**src/rtl/pipe_ctrl_pkg.sv**
```systemverilog
// Shared definitions for the pipeline stall/flush controller.
package pipe_ctrl_pkg;

  localparam int unsigned STATE_W       = 2;
  localparam int unsigned CNT_W_DEFAULT = 32;

  typedef enum logic [STATE_W-1:0] {
    RUN        = 2'd0,
    STALL      = 2'd1,
    FREEZE     = 2'd2,
    FLUSH_PEND = 2'd3
  } ctrl_state_t;

endpackage

```
**src/rtl/pipeline_stall_ctrl_sat_counter.sv**
```systemverilog
// Saturating up-counter: holds at all-ones instead of wrapping.
module sat_counter #(
  parameter int unsigned W = 32
) (
  input  logic         clk,
  input  logic         rst,
  input  logic         inc,
  output logic [W-1:0] count
);

  // Count up on inc, clear on reset, stop at the maximum value.
  always_ff @(posedge clk) begin
    if (rst) begin
      count <= '0;
    end else if (inc && (count != '1)) begin
      count <= count + 1'b1;
    end
  end

endmodule

```
**src/rtl/pipeline_stall_ctrl.sv**
```systemverilog
// Turns load-use stall requests, branch redirects and memory-busy into
// per-stage enables, flushes and bubbles, with saturating event counters.
import pipe_ctrl_pkg::*;

module pipeline_stall_ctrl #(
  parameter int unsigned CNT_W = CNT_W_DEFAULT
) (
  input  logic             clk,
  input  logic             rst,
  input  logic             stall_req,
  input  logic             branch_taken,
  input  logic             mem_busy,
  output logic             pc_we,
  output logic             if_id_we,
  output logic             if_id_flush,
  output logic             id_ex_bubble,
  output logic             ex_mem_flush,
  output logic [CNT_W-1:0] stall_cnt,
  output logic [CNT_W-1:0] flush_cnt,
  output logic [CNT_W-1:0] freeze_cnt
);

  ctrl_state_t r_state;
  ctrl_state_t w_state_next;
  logic        r_pend;
  logic        w_pend_next;
  logic        w_do_freeze;
  logic        w_do_flush;
  logic        w_do_stall;

  // Priority decode: freeze > flush (new or pending) > stall > run.
  // The stall arm is blocked in STALL so a stale request cannot add a second bubble.
  always_comb begin
    pc_we        = 1'b0;
    if_id_we     = 1'b0;
    if_id_flush  = 1'b0;
    id_ex_bubble = 1'b0;
    ex_mem_flush = 1'b0;
    w_state_next = r_state;
    w_pend_next  = r_pend;
    w_do_freeze  = 1'b0;
    w_do_flush   = 1'b0;
    w_do_stall   = 1'b0;
    if (rst) begin
      if_id_flush  = 1'b1;
      id_ex_bubble = 1'b1;
      ex_mem_flush = 1'b1;
      w_state_next = RUN;
      w_pend_next  = 1'b0;
    end else if (mem_busy) begin
      w_do_freeze  = 1'b1;
      w_pend_next  = r_pend | branch_taken;
      w_state_next = w_pend_next ? FLUSH_PEND : FREEZE;
    end else if (branch_taken || r_pend) begin
      pc_we        = 1'b1;
      if_id_flush  = 1'b1;
      id_ex_bubble = 1'b1;
      ex_mem_flush = 1'b1;
      w_pend_next  = 1'b0;
      w_state_next = RUN;
      w_do_flush   = 1'b1;
    end else if (stall_req && (r_state != STALL)) begin
      id_ex_bubble = 1'b1;
      w_state_next = STALL;
      w_do_stall   = 1'b1;
    end else begin
      pc_we        = 1'b1;
      if_id_we     = 1'b1;
      w_state_next = RUN;
    end
  end

  // State and pending-flush registers; reset discards any pending flush or stall.
  always_ff @(posedge clk) begin
    if (rst) begin
      r_state <= RUN;
      r_pend  <= 1'b0;
    end else begin
      r_state <= w_state_next;
      r_pend  <= w_pend_next;
    end
  end

  sat_counter #(.W(CNT_W)) u_stall_cnt (
    .clk   (clk),
    .rst   (rst),
    .inc   (w_do_stall),
    .count (stall_cnt)
  );

  sat_counter #(.W(CNT_W)) u_flush_cnt (
    .clk   (clk),
    .rst   (rst),
    .inc   (w_do_flush),
    .count (flush_cnt)
  );

  sat_counter #(.W(CNT_W)) u_freeze_cnt (
    .clk   (clk),
    .rst   (rst),
    .inc   (w_do_freeze),
    .count (freeze_cnt)
  );

endmodule

```
**config.mk**
```make
export PLATFORM = sky130hd
export DESIGN_NAME = pipeline_stall_ctrl
export DESIGN_NICKNAME = d
export VERILOG_FILES = /design/src/rtl/pipe_ctrl_pkg.sv /design/src/rtl/pipeline_stall_ctrl_sat_counter.sv /design/src/rtl/pipeline_stall_ctrl.sv
export SDC_FILE = /design/constraint.sdc
export NUM_CORES = 1
export LEC_CHECK = 0
export CAP_MARGIN = 0
export CORE_ASPECT_RATIO = 0.5
export CORE_UTILIZATION = 45
export CTS_CLUSTER_SIZE = 12
export DETAILED_ROUTE_END_ITERATION = 8
export PLACE_DENSITY_LB_ADDON = 0.05
export SLEW_MARGIN = 30
export SYNTH_ARGS = -nofsm -noshare
export SYNTH_HDL_FRONTEND = slang
export SYNTH_HIERARCHICAL = 1
export SYNTH_SLANG_ARGS = --single-unit
```
**constraint.sdc**
```tcl
create_clock -name clk -period 3.5 [get_ports clk]
set_clock_uncertainty 0.2 [all_clocks]
set_input_delay 0.7 -clock clk [delete_from_list [all_inputs] [get_ports clk]]
set_output_delay 0.7 -clock clk [all_outputs]
set_load 0.005 [all_outputs]
```
==> results.cfg, run 1 <==
[critical_path]
crit_fanout = 5
critPathBufInv = 3
cpPeakStageDelay_ns = 0.51
start_kind = input pin
cp.arrival_ns = 2.18
crit_path_cell_trace = clkdlybuf4s50_1 -> nor2b_2 -> buf_4 -> a21oi_1 -> clkdlybuf4s50_1
reg2regPathDepth = 5
r2r_setup_slack_ns = 0.93
crit_path_frequent_cell = clkdlybuf4s50_1
slowest_stage = clkdlybuf4s50_1
crit_type = input pin to output port
crit_family = buffers and inverters
r2r-start = u_stall_cnt/count[5]$_SDFFE_PP0P_
r2r-end = u_stall_cnt/count[19]$_SDFFE_PP0P_
worstPathRequired_ns = 2.60
end_kind = output port

[worst_hold_path]
holdPathStages = 2
hp-class = register to register
min-delay-start = u_freeze_cnt/count[23]$_SDFFE_PP0P_
min_to = u_freeze_cnt/count[23]$_SDFFE_PP0P_

[sta]
hold_violations = 0
fin_crit_sh = 0.879
finalSetupViolCount = 0
rsz0062_at_grt = no
drv_slew = 0
slew_headroom = 0.512
fin_crit_ns = 3.08
worst_slew_pin_slew_ns = 0.732
worst_slack_ns = 0.424
fin_setup_tns_ns = 0
max_freq_mhz = 325

[cts]
clk_latency_ns = 0.34
cts_setup_buffers = 0
ctsResizeCount = 0
cts_hold_buf = 0
cts_htree_levels = 3
cts_tree = built
ctsLongestPathBuffers = 2
clock-sinks = 99
clk_pin_slew_ns = 0.07
cts-root-buf = clkbuf_16
cts_made_buffers = 9

[final_layout]
regArea_um2 = 1980
area_growth_syn_to_layout_pct = 30.5
final_util = 0.610
layout.nets = 731
antennaDiodeCount = 0
multi_input_area_um2 = 3060
n_fill_cell = 1006
drive_gt1_frac = 0.0948

[power]
p_sw_uw = 484
seqPwrFrac = 0.511
switching_share = 0.218
leakage_nw = 2.02
peakVddDrop_mv = 0.211
pwr-share-comb = 0.032
internal_power_mw = 1.74
power_density_nw_per_um2 = 328
clockPowerShare = 0.457

[synthesis]
synth_seq_cells = 99
syn_area_per_cell_um2 = 8.41
synth_nets = 626
async_flop_share = 0
synth_area_leaders = dfxtp_1, a21oi_1, o31ai_1, or4_1, nand3_1
synth_top_area_share = 0.382
synth_area_leader_cell = dfxtp_1
ys_seq_area_frac = 0.382
synthCells = 618
synth_warnings = 6
synth_edf_count = 0
synth_area_um2 = 5190
synth_ff_type = dfxtp_1
ys_types = 48

[routing]
drt-pass1-iter-count = 4
totalWireLength_um = 13500
wl_per_cell_um = 15.4
wl_met1_um = 6290
routed-wl-met3_um = 591
drc = 0
drt-vias-per-instance = 5.94
first_iter_violations = 201
vias = 5183
wl_met2_um = 6490
highest_layer = met4
drt.antenna.violating_nets = 0

[global_routing]
grt_overflow = 0
grt_first_pass_wirelength_um = 22300
grt_util_all_layers = 0.226
grt_max_degree = 71
first_global_vias = 4601
grt_antenna_before_repair = 0

[status]
status = completed

[die]
rows = 27
num_io_pins = 106
core_area_um2 = 11100
die_y_um = 78.0
dieWidth_um = 154
initial_utilization = 0.467
die-area_um2 = 12000

[placed_design]
hpwlAfterDp_um = 9460
dp_slack_ns = 0.158
io_buffers = 105
place.gp.congestion = 0.808

[run]
drv_cap = 0
[final cells by class]
cell class              instances  area share
multi-input cells             478       0.452
well taps                     145      0.0268
clock buffers                  10      0.0353
inverters                       7     0.00388
repair buffers                128       0.180
clock inverters                 6     0.00960
flip-flops and latches         99       0.292
[worst max-delay path by stage]
stage,start,endpoint,cells past startpoint
2_1_floorplan,branch_taken,u_flush_cnt/count[31]$_SDFFE_PP0P_,7
3_3_place_gp,mem_busy,u_flush_cnt/count[31]$_SDFFE_PP0P_,7
3_5_place_dp,mem_busy,u_stall_cnt/count[31]$_SDFFE_PP0P_,8
4_1_cts,mem_busy,id_ex_bubble,5
5_1_grt,mem_busy,id_ex_bubble,5
6_report,mem_busy,id_ex_bubble,5
[cell families (layout without fill, tap and decap cells)]
| family | count (synthesis) | in the layout | synth area share |
|---|---|---|---|
| simple gates | 292 | 292 | 0.335 |
| compound gates | 153 | 153 | 0.190 |
| flops | 99 | 99 | 0.382 |
| buf+inv | 41 | 151 | 0.0325 |
| xor+xnor | 21 | 21 | 0.0354 |
| mux | 9 | 9 | 0.0188 |
| fa+ha+maj | 3 | 3 | 0.00723 |
[metal layers]
layer	vias to the layer above	track usage
met5	-	0
met2	127	0.385
met4	0	0.0510
li1	2594	-
met1	2450	0.290
met3	12	0.0514
[synth_stat cells (3+ instances only)]
master	instances
a21oi_1	67
xor2_1	3
buf_2	9
nor4_2	3
clkbuf_1	24
o21ai_0	25
and2_1	3
dfxtp_1	99
a2111oi_0	6
ha_1	3
nor3_1	7
a21o_1	3
or3_4	3
inv_1	7
nor2b_1	6
and3_1	11
nor2_1	45
or2_2	3
or3b_1	3
a211oi_1	3
nor3b_1	6
o41ai_4	3
nand2b_1	3
mux2_1	3
o31ai_1	36
xnor2_1	18
mux2i_1	3
nand3_1	39
mux2_2	3
and3_4	3
a31oi_1	3
or4_1	36
or3_1	30
nand3_2	3
nor4_1	12
a31o_2	3
nand2_1	30
and4_1	12
nand4_1	30
[per-stage QoR]
stage	area [um^2]	std cells	total power, mW	hold WS [ns]
after CTS	6780	873	2.25	0.298
after detailed placement	6470	857	1.23	0.287
after global placement	6470	857	1.23	0.282
after global routing	6780	873	2.30	0.325
final	6780	873	2.22	0.292
after floorplan	5190	618	1.20	0.281
[flip-flops by register name, indices dropped and copies added (netlist names)]
signal / count
r_pend: 1
u_freeze_cnt/count: 32
r_state: 2
u_flush_cnt/count: 32
u_stall_cnt/count: 32
[layout by cell type, fill, tap and decap left out, drive strengths merged, types with 3 or more instances in the layout]
master / count
clkbuf: 10
nor4: 15
ha: 3
nor3: 7
nor2: 45
xor2: 3
clkdlybuf4s50: 104
nand2: 30
nand2b: 3
and3: 14
or3b: 3
inv: 7
a31o: 4
o21ai: 25
and4: 12
clkinv: 4
nor3b: 6
o41ai: 3
and2: 4
nand3: 42
buf: 24
mux2i: 3
a31oi: 3
a2111oi: 6
or4: 36
dfxtp: 99
a211oi: 3
mux2: 6
or2: 4
xnor2: 18
or3: 33
o31ai: 36
nor2b: 7
nand4: 30
a21o: 3
a21oi: 67
[tightest hold or removal path, stage by stage, from the launching register on]
cell and delay (ns):
dfxtp_1 0.33, o31ai_1 0.06, a21oi_1 0.05
[power by group through the flow]
| stage | clock (mW) | sequential, mW | combinational, mW |
|---|---|---|---|
| 5_1_grt | 1.08 | 1.14 | 0.0781 |
| 4_1_cts | 1.04 | 1.14 | 0.0723 |
| 3_5_place_dp | 0 | 1.16 | 0.0719 |
| 6_report | 1.01 | 1.14 | 0.0712 |
| 2_1_floorplan | 0 | 1.16 | 0.0407 |
| 3_3_place_gp | 0 | 1.16 | 0.0710 |
Power figures use the tool's default switching activity.
==> run 2: changes to the inputs <==
Settings changed: CORE_MARGIN set to 2, CORE_UTILIZATION 45 to 48.
==> run 2 against run 1 <==
  * Count of clock-buffer cells in the layout is 1 higher
  * Hold slack better by 0.0085 ns
  * Final cell count is 0.57% lower
  * Total power decreased by 0.79%
  * Utilization increased by 4.2 points
  * Via count unchanged
  * Register-to-register slack got worse by 0.21 ns
  * Largest cell class unchanged
==> results.cfg, run 2 (synthesis results as in run 1) <==
[status]
status = completed

[critical_path]
cp-startpoint = branch_taken
crit_type = input pin to register
crit_family = simple AND/OR/NAND/NOR gates
end_kind = register
slowest_stage = nor4_2
r2r-start = u_freeze_cnt/count[16]$_SDFFE_PP0P_
cp.arrival_ns = 3.16
r2r-end = u_freeze_cnt/count[25]$_SDFFE_PP0P_
worstPathRequired_ns = 3.57
r2r_setup_slack_ns = 0.72
critPathBufInv = 2
crit_fanout = 5
reg2regPathDepth = 6
cpPeakStageDelay_ns = 0.48
start_kind = input pin
crit_path_cell_trace = clkdlybuf4s50_1 -> nor2_1 -> and3_1 -> nand4_1 -> nor4_2 -> buf_4 -> nand3_1 -> or4_1 -> a21oi_1

[final_layout]
layout.nets = 732
mostFrequentLayoutCells = clkdlybuf4s50_1, dfxtp_1, a21oi_1, nor2_1, nand3_1
instances_no_fill = 868
drive_gt1_frac = 0.0934
n_fill_cell = 892
final_common_cell = clkdlybuf4s50_1
top_regs = u_flush_cnt/count: 32 flops, u_freeze_cnt/count: 32 flops, u_stall_cnt/count: 32 flops
multi_input_area_um2 = 3060
antennaDiodeCount = 0
regArea_um2 = 1980
area_growth_syn_to_layout_pct = 30.3

[sta]
holdWs_ns = 0.300
fin_crit_sh = 0.881
drv_slew = 0
max_freq_mhz = 324
fin_setup_tns_ns = 0
finalSetupViolCount = 0
slew_headroom = 0.466
worst_slew_pin_slew_ns = 0.794
rsz0062_at_grt = no
fin_crit_ns = 3.08
hold_violations = 0

[placed_design]
place.gp.congestion = 0.807
hpwlAfterDp_um = 9570
io_buffers = 105
dp.cells = 853

[run]
drv_cap = 0

[routing]
drt.antenna.violating_nets = 0
totalWireLength_um = 13600
first_iter_violations = 223
drt-vias-per-instance = 5.97
drt-pass1-iter-count = 4
drc = 0
vias = 5183
wl_per_cell_um = 15.7

[cts]
ctsLongestPathBuffers = 2
clock-sinks = 99
cts_tree = built
cts-root-buf = clkbuf_16
clk_pin_slew_ns = 0.07
ctsResizeCount = 0
cts_setup_buffers = 0
cts_hold_buf = 0
cts_htree_levels = 3
clk_latency_ns = 0.34
cts_made_buffers = 9

[die]
die-area_um2 = 11700
rows = 26
dieWidth_um = 151
num_io_pins = 106
initial_utilization = 0.501
core_area_um2 = 10400
die_y_um = 77.6

[global_routing]
grt_antenna_before_repair = 0
busiest_layer = met2
grt_util_all_layers = 0.236
grtUsageMet1 = 0.305
grt_use_met3 = 0.0571
grt_overflow = 0
grt_first_pass_wirelength_um = 22700
grtUsageMet2 = 0.399
grt_max_degree = 57
first_global_vias = 4777

[power]
power_density_nw_per_um2 = 325
peakVddDrop_mv = 0.225
leakage_nw = 2.02

[worst_hold_path]
holdPathStages = 2
hp-class = register to register
min-delay-start = u_stall_cnt/count[15]$_SDFFE_PP0P_
min_to = u_stall_cnt/count[15]$_SDFFE_PP0P_
-- run 2: cell count changes in the layout (fill, tap and decap cells not counted), sizes merged --
| cell | previous run | this run |
|---|---|---|
| clkinv | 4 | 2 |
| buf | 24 | 25 |
| clkbuf | 10 | 11 |
-- run 2: layer usage --
metal | vias up | share of wire
li1 | 2589 | -
met1 | 2479 | 0.48
met2 | 108 | 0.47
met3 | 7 | 0.044
met4 | 0 | 0.0063
met5 | - | 0
-- run 2: cell type report --
| class | count | area share |
|---|---|---|
| clock buffers | 11 | 0.0359 |
| clock inverters | 4 | 0.00758 |
| inverters | 7 | 0.00388 |
| multi-input cells | 478 | 0.452 |
| flip-flops and latches | 99 | 0.293 |
| well taps | 140 | 0.0259 |
| repair buffers | 129 | 0.182 |
-- run 2: worst reg2reg max path, cell delays in order (launching register included) --
cell and delay, ns:
dfxtp_1 0.48, nand3_2 0.18, or3b_1 0.54, nor4_2 0.75
buf_4 0.32, or4_1 0.13, a21oi_1 0.06
-- run 2: worst max-delay path by stage --
stage | to | slack, ns | depth (start not counted)
after floorplan | u_flush_cnt/count[31]$_SDFFE_PP0P_ | 0.54 | 7
after CTS | u_stall_cnt/count[23]$_SDFFE_PP0P_ | 0.45 | 9
after global routing | u_stall_cnt/count[23]$_SDFFE_PP0P_ | 0.21 | 9
final | u_stall_cnt/count[23]$_SDFFE_PP0P_ | 0.42 | 9
after global placement | u_stall_cnt/count[25]$_SDFFE_PP0P_ | 0.17 | 9
after detailed placement | u_stall_cnt/count[23]$_SDFFE_PP0P_ | 0.11 | 9
-- run 2: where the power goes --
| part | internal, mW | leakage [nW] | total [mW] | switching (mW) |
|---|---|---|---|---|
| Sequential | 1.13 | 0.798 | 1.14 | 0.00570 |
| Combinational | 0.0318 | 1.08 | 0.0720 | 0.0402 |
| Clock | 0.570 | 0.142 | 0.994 | 0.424 |
| Total | 1.73 | 2.02 | 2.20 | 0.470 |
-- run 2: metrics by stage --
| stage | worst slack (ns) | utilization | cell area, um^2 | power (mW) |
|---|---|---|---|---|
| 4_1_cts | 0.453 | 0.652 | 6770 | 2.23 |
| 3_3_place_gp | 0.171 | 0.624 | 6470 | 1.23 |
| 5_1_grt | 0.215 | 0.652 | 6770 | 2.28 |
| 2_1_floorplan | 0.542 | - | 5190 | 1.20 |
| 3_5_place_dp | 0.106 | 0.624 | 6470 | 1.23 |
| 6_report | 0.417 | 0.652 | 6770 | 2.20 |
==> run 3: changes to the inputs <==
Settings changed: CORE_MARGIN 2 to 1, PLACE_DENSITY set to 0.8, PLACE_DENSITY_LB_ADDON 0.05 to not set.
==> run 3 against run 2 <==
  * Routed wire length rose by 1.6%
  * Total power rose by 3.2%
  * Worst setup slack improved by 0.019 ns
  * Largest cell class unchanged
  * Highest routed layer unchanged
==> results.cfg, run 3 (synthesis results as in run 1) <==
[die]
core_area_um2 = 10400
dieWidth_um = 149
die_y_um = 75.6
num_io_pins = 106
rows = 26
initial_utilization = 0.501
die-area_um2 = 11300

[cts]
cts_made_buffers = 9
cts_hold_buf = 0
cts_htree_levels = 3
cts_setup_buffers = 0
clk_latency_ns = 0.35
ctsLongestPathBuffers = 2
cts-root-buf = clkbuf_16
ctsResizeCount = 0
clock-sinks = 99
cts_tree = built
clk_pin_slew_ns = 0.07

[global_routing]
first_global_vias = 4598
grt_overflow = 0
grt_antenna_before_repair = 0
grt_first_pass_wirelength_um = 22200
grt_max_degree = 59
grt_util_all_layers = 0.248

[final_layout]
drive_gt1_frac = 0.0910
instances_no_fill = 865
final_util = 0.652
area_growth_syn_to_layout_pct = 30.2
layout.nets = 728
regArea_um2 = 1980
antennaDiodeCount = 0
mostFrequentLayoutCells = clkdlybuf4s50_1, dfxtp_1, a21oi_1, nor2_1, nand3_1
multi_input_area_um2 = 3060
top_regs = u_flush_cnt/count: 32 flops, u_freeze_cnt/count: 32 flops, u_stall_cnt/count: 32 flops
final_common_cell = clkdlybuf4s50_1
n_fill_cell = 876

[critical_path]
end_kind = output port
cp.arrival_ns = 2.16
reg2regPathDepth = 7
crit_type = input pin to output port
crit_fanout = 6
worstPathRequired_ns = 2.60
start_kind = input pin

[sta]
drv_slew = 0
slew_headroom = 0.510
worst_slew_pin_slew_ns = 0.729
fin_setup_tns_ns = 0
fin_crit_ns = 3.06
rsz0062_at_grt = no
max_freq_mhz = 326
fin_crit_sh = 0.876
finalSetupViolCount = 0
holdWs_ns = 0.296
hold_violations = 0

[placed_design]
hpwlAfterDp_um = 9560
dp.cells = 849
io_buffers = 105
place.gp.congestion = 0.821

[status]
status = completed

[worst_hold_path]
holdPathStages = 2
hp-class = register to register

[routing]
wl_per_cell_um = 16.0
drt.antenna.violating_nets = 0
vias = 5314
drt-pass1-iter-count = 5
first_iter_violations = 500
drc = 0
drt-vias-per-instance = 6.14
totalWireLength_um = 13800

[power]
leakage_nw = 2.00
totalPowerFinal_mw = 2.27
power_density_nw_per_um2 = 336
peakVddDrop_mv = 0.268

[run]
drv_cap = 0
[run 3: final timing paths]
path                                                         start                                 end  slack [ns]
worst max-delay path                                      mem_busy                        id_ex_bubble        0.44
worst min-delay path            u_flush_cnt/count[15]$_SDFFE_PP0P_  u_flush_cnt/count[15]$_SDFFE_PP0P_        0.30
worst max register to register  u_flush_cnt/count[16]$_SDFFE_PP0P_   u_flush_cnt/count[9]$_SDFFE_PP0P_        0.69
worst min register to register  u_flush_cnt/count[15]$_SDFFE_PP0P_  u_flush_cnt/count[15]$_SDFFE_PP0P_        0.30
[run 3: metal layers]
layer,track usage,vias to the layer above,routed length [um]
met1,0.309,2559,6250
met2,0.434,162,6680
met3,0.0509,14,696
li1,-,2579,-
met5,0,-,0
met4,0.0930,0,184
[run 3: critical path: stages]
cell	delay [ns]
clkdlybuf4s50_1	0.54
nor2b_2	0.36
a21oi_1	0.10
clkdlybuf4s50_1	0.46
[run 3: stage by stage]
step	worst slack, ns	area (um^2)
after global routing	0.374	6760
final	0.436	6760
after detailed placement	0.230	6440
after CTS	0.452	6760
after floorplan	0.542	5190
after global placement	0.303	6440
[run 3: area by class of cell]
class                      instances  share of cell area
multi-input combinational        478               0.453
sequential                        99               0.293
timing repair buffer             125               0.177
clock buffer                       9              0.0333
tap                              140              0.0259
clock inverter                     7              0.0137
inverter                           7             0.00389
[run 3: where the power goes]
part	internal [mW]	switching, mW	leakage [nW]	total (mW)
Sequential	1.13	0.00605	0.798	1.14
Combinational	0.0296	0.0395	1.06	0.0691
Clock	0.624	0.443	0.147	1.07
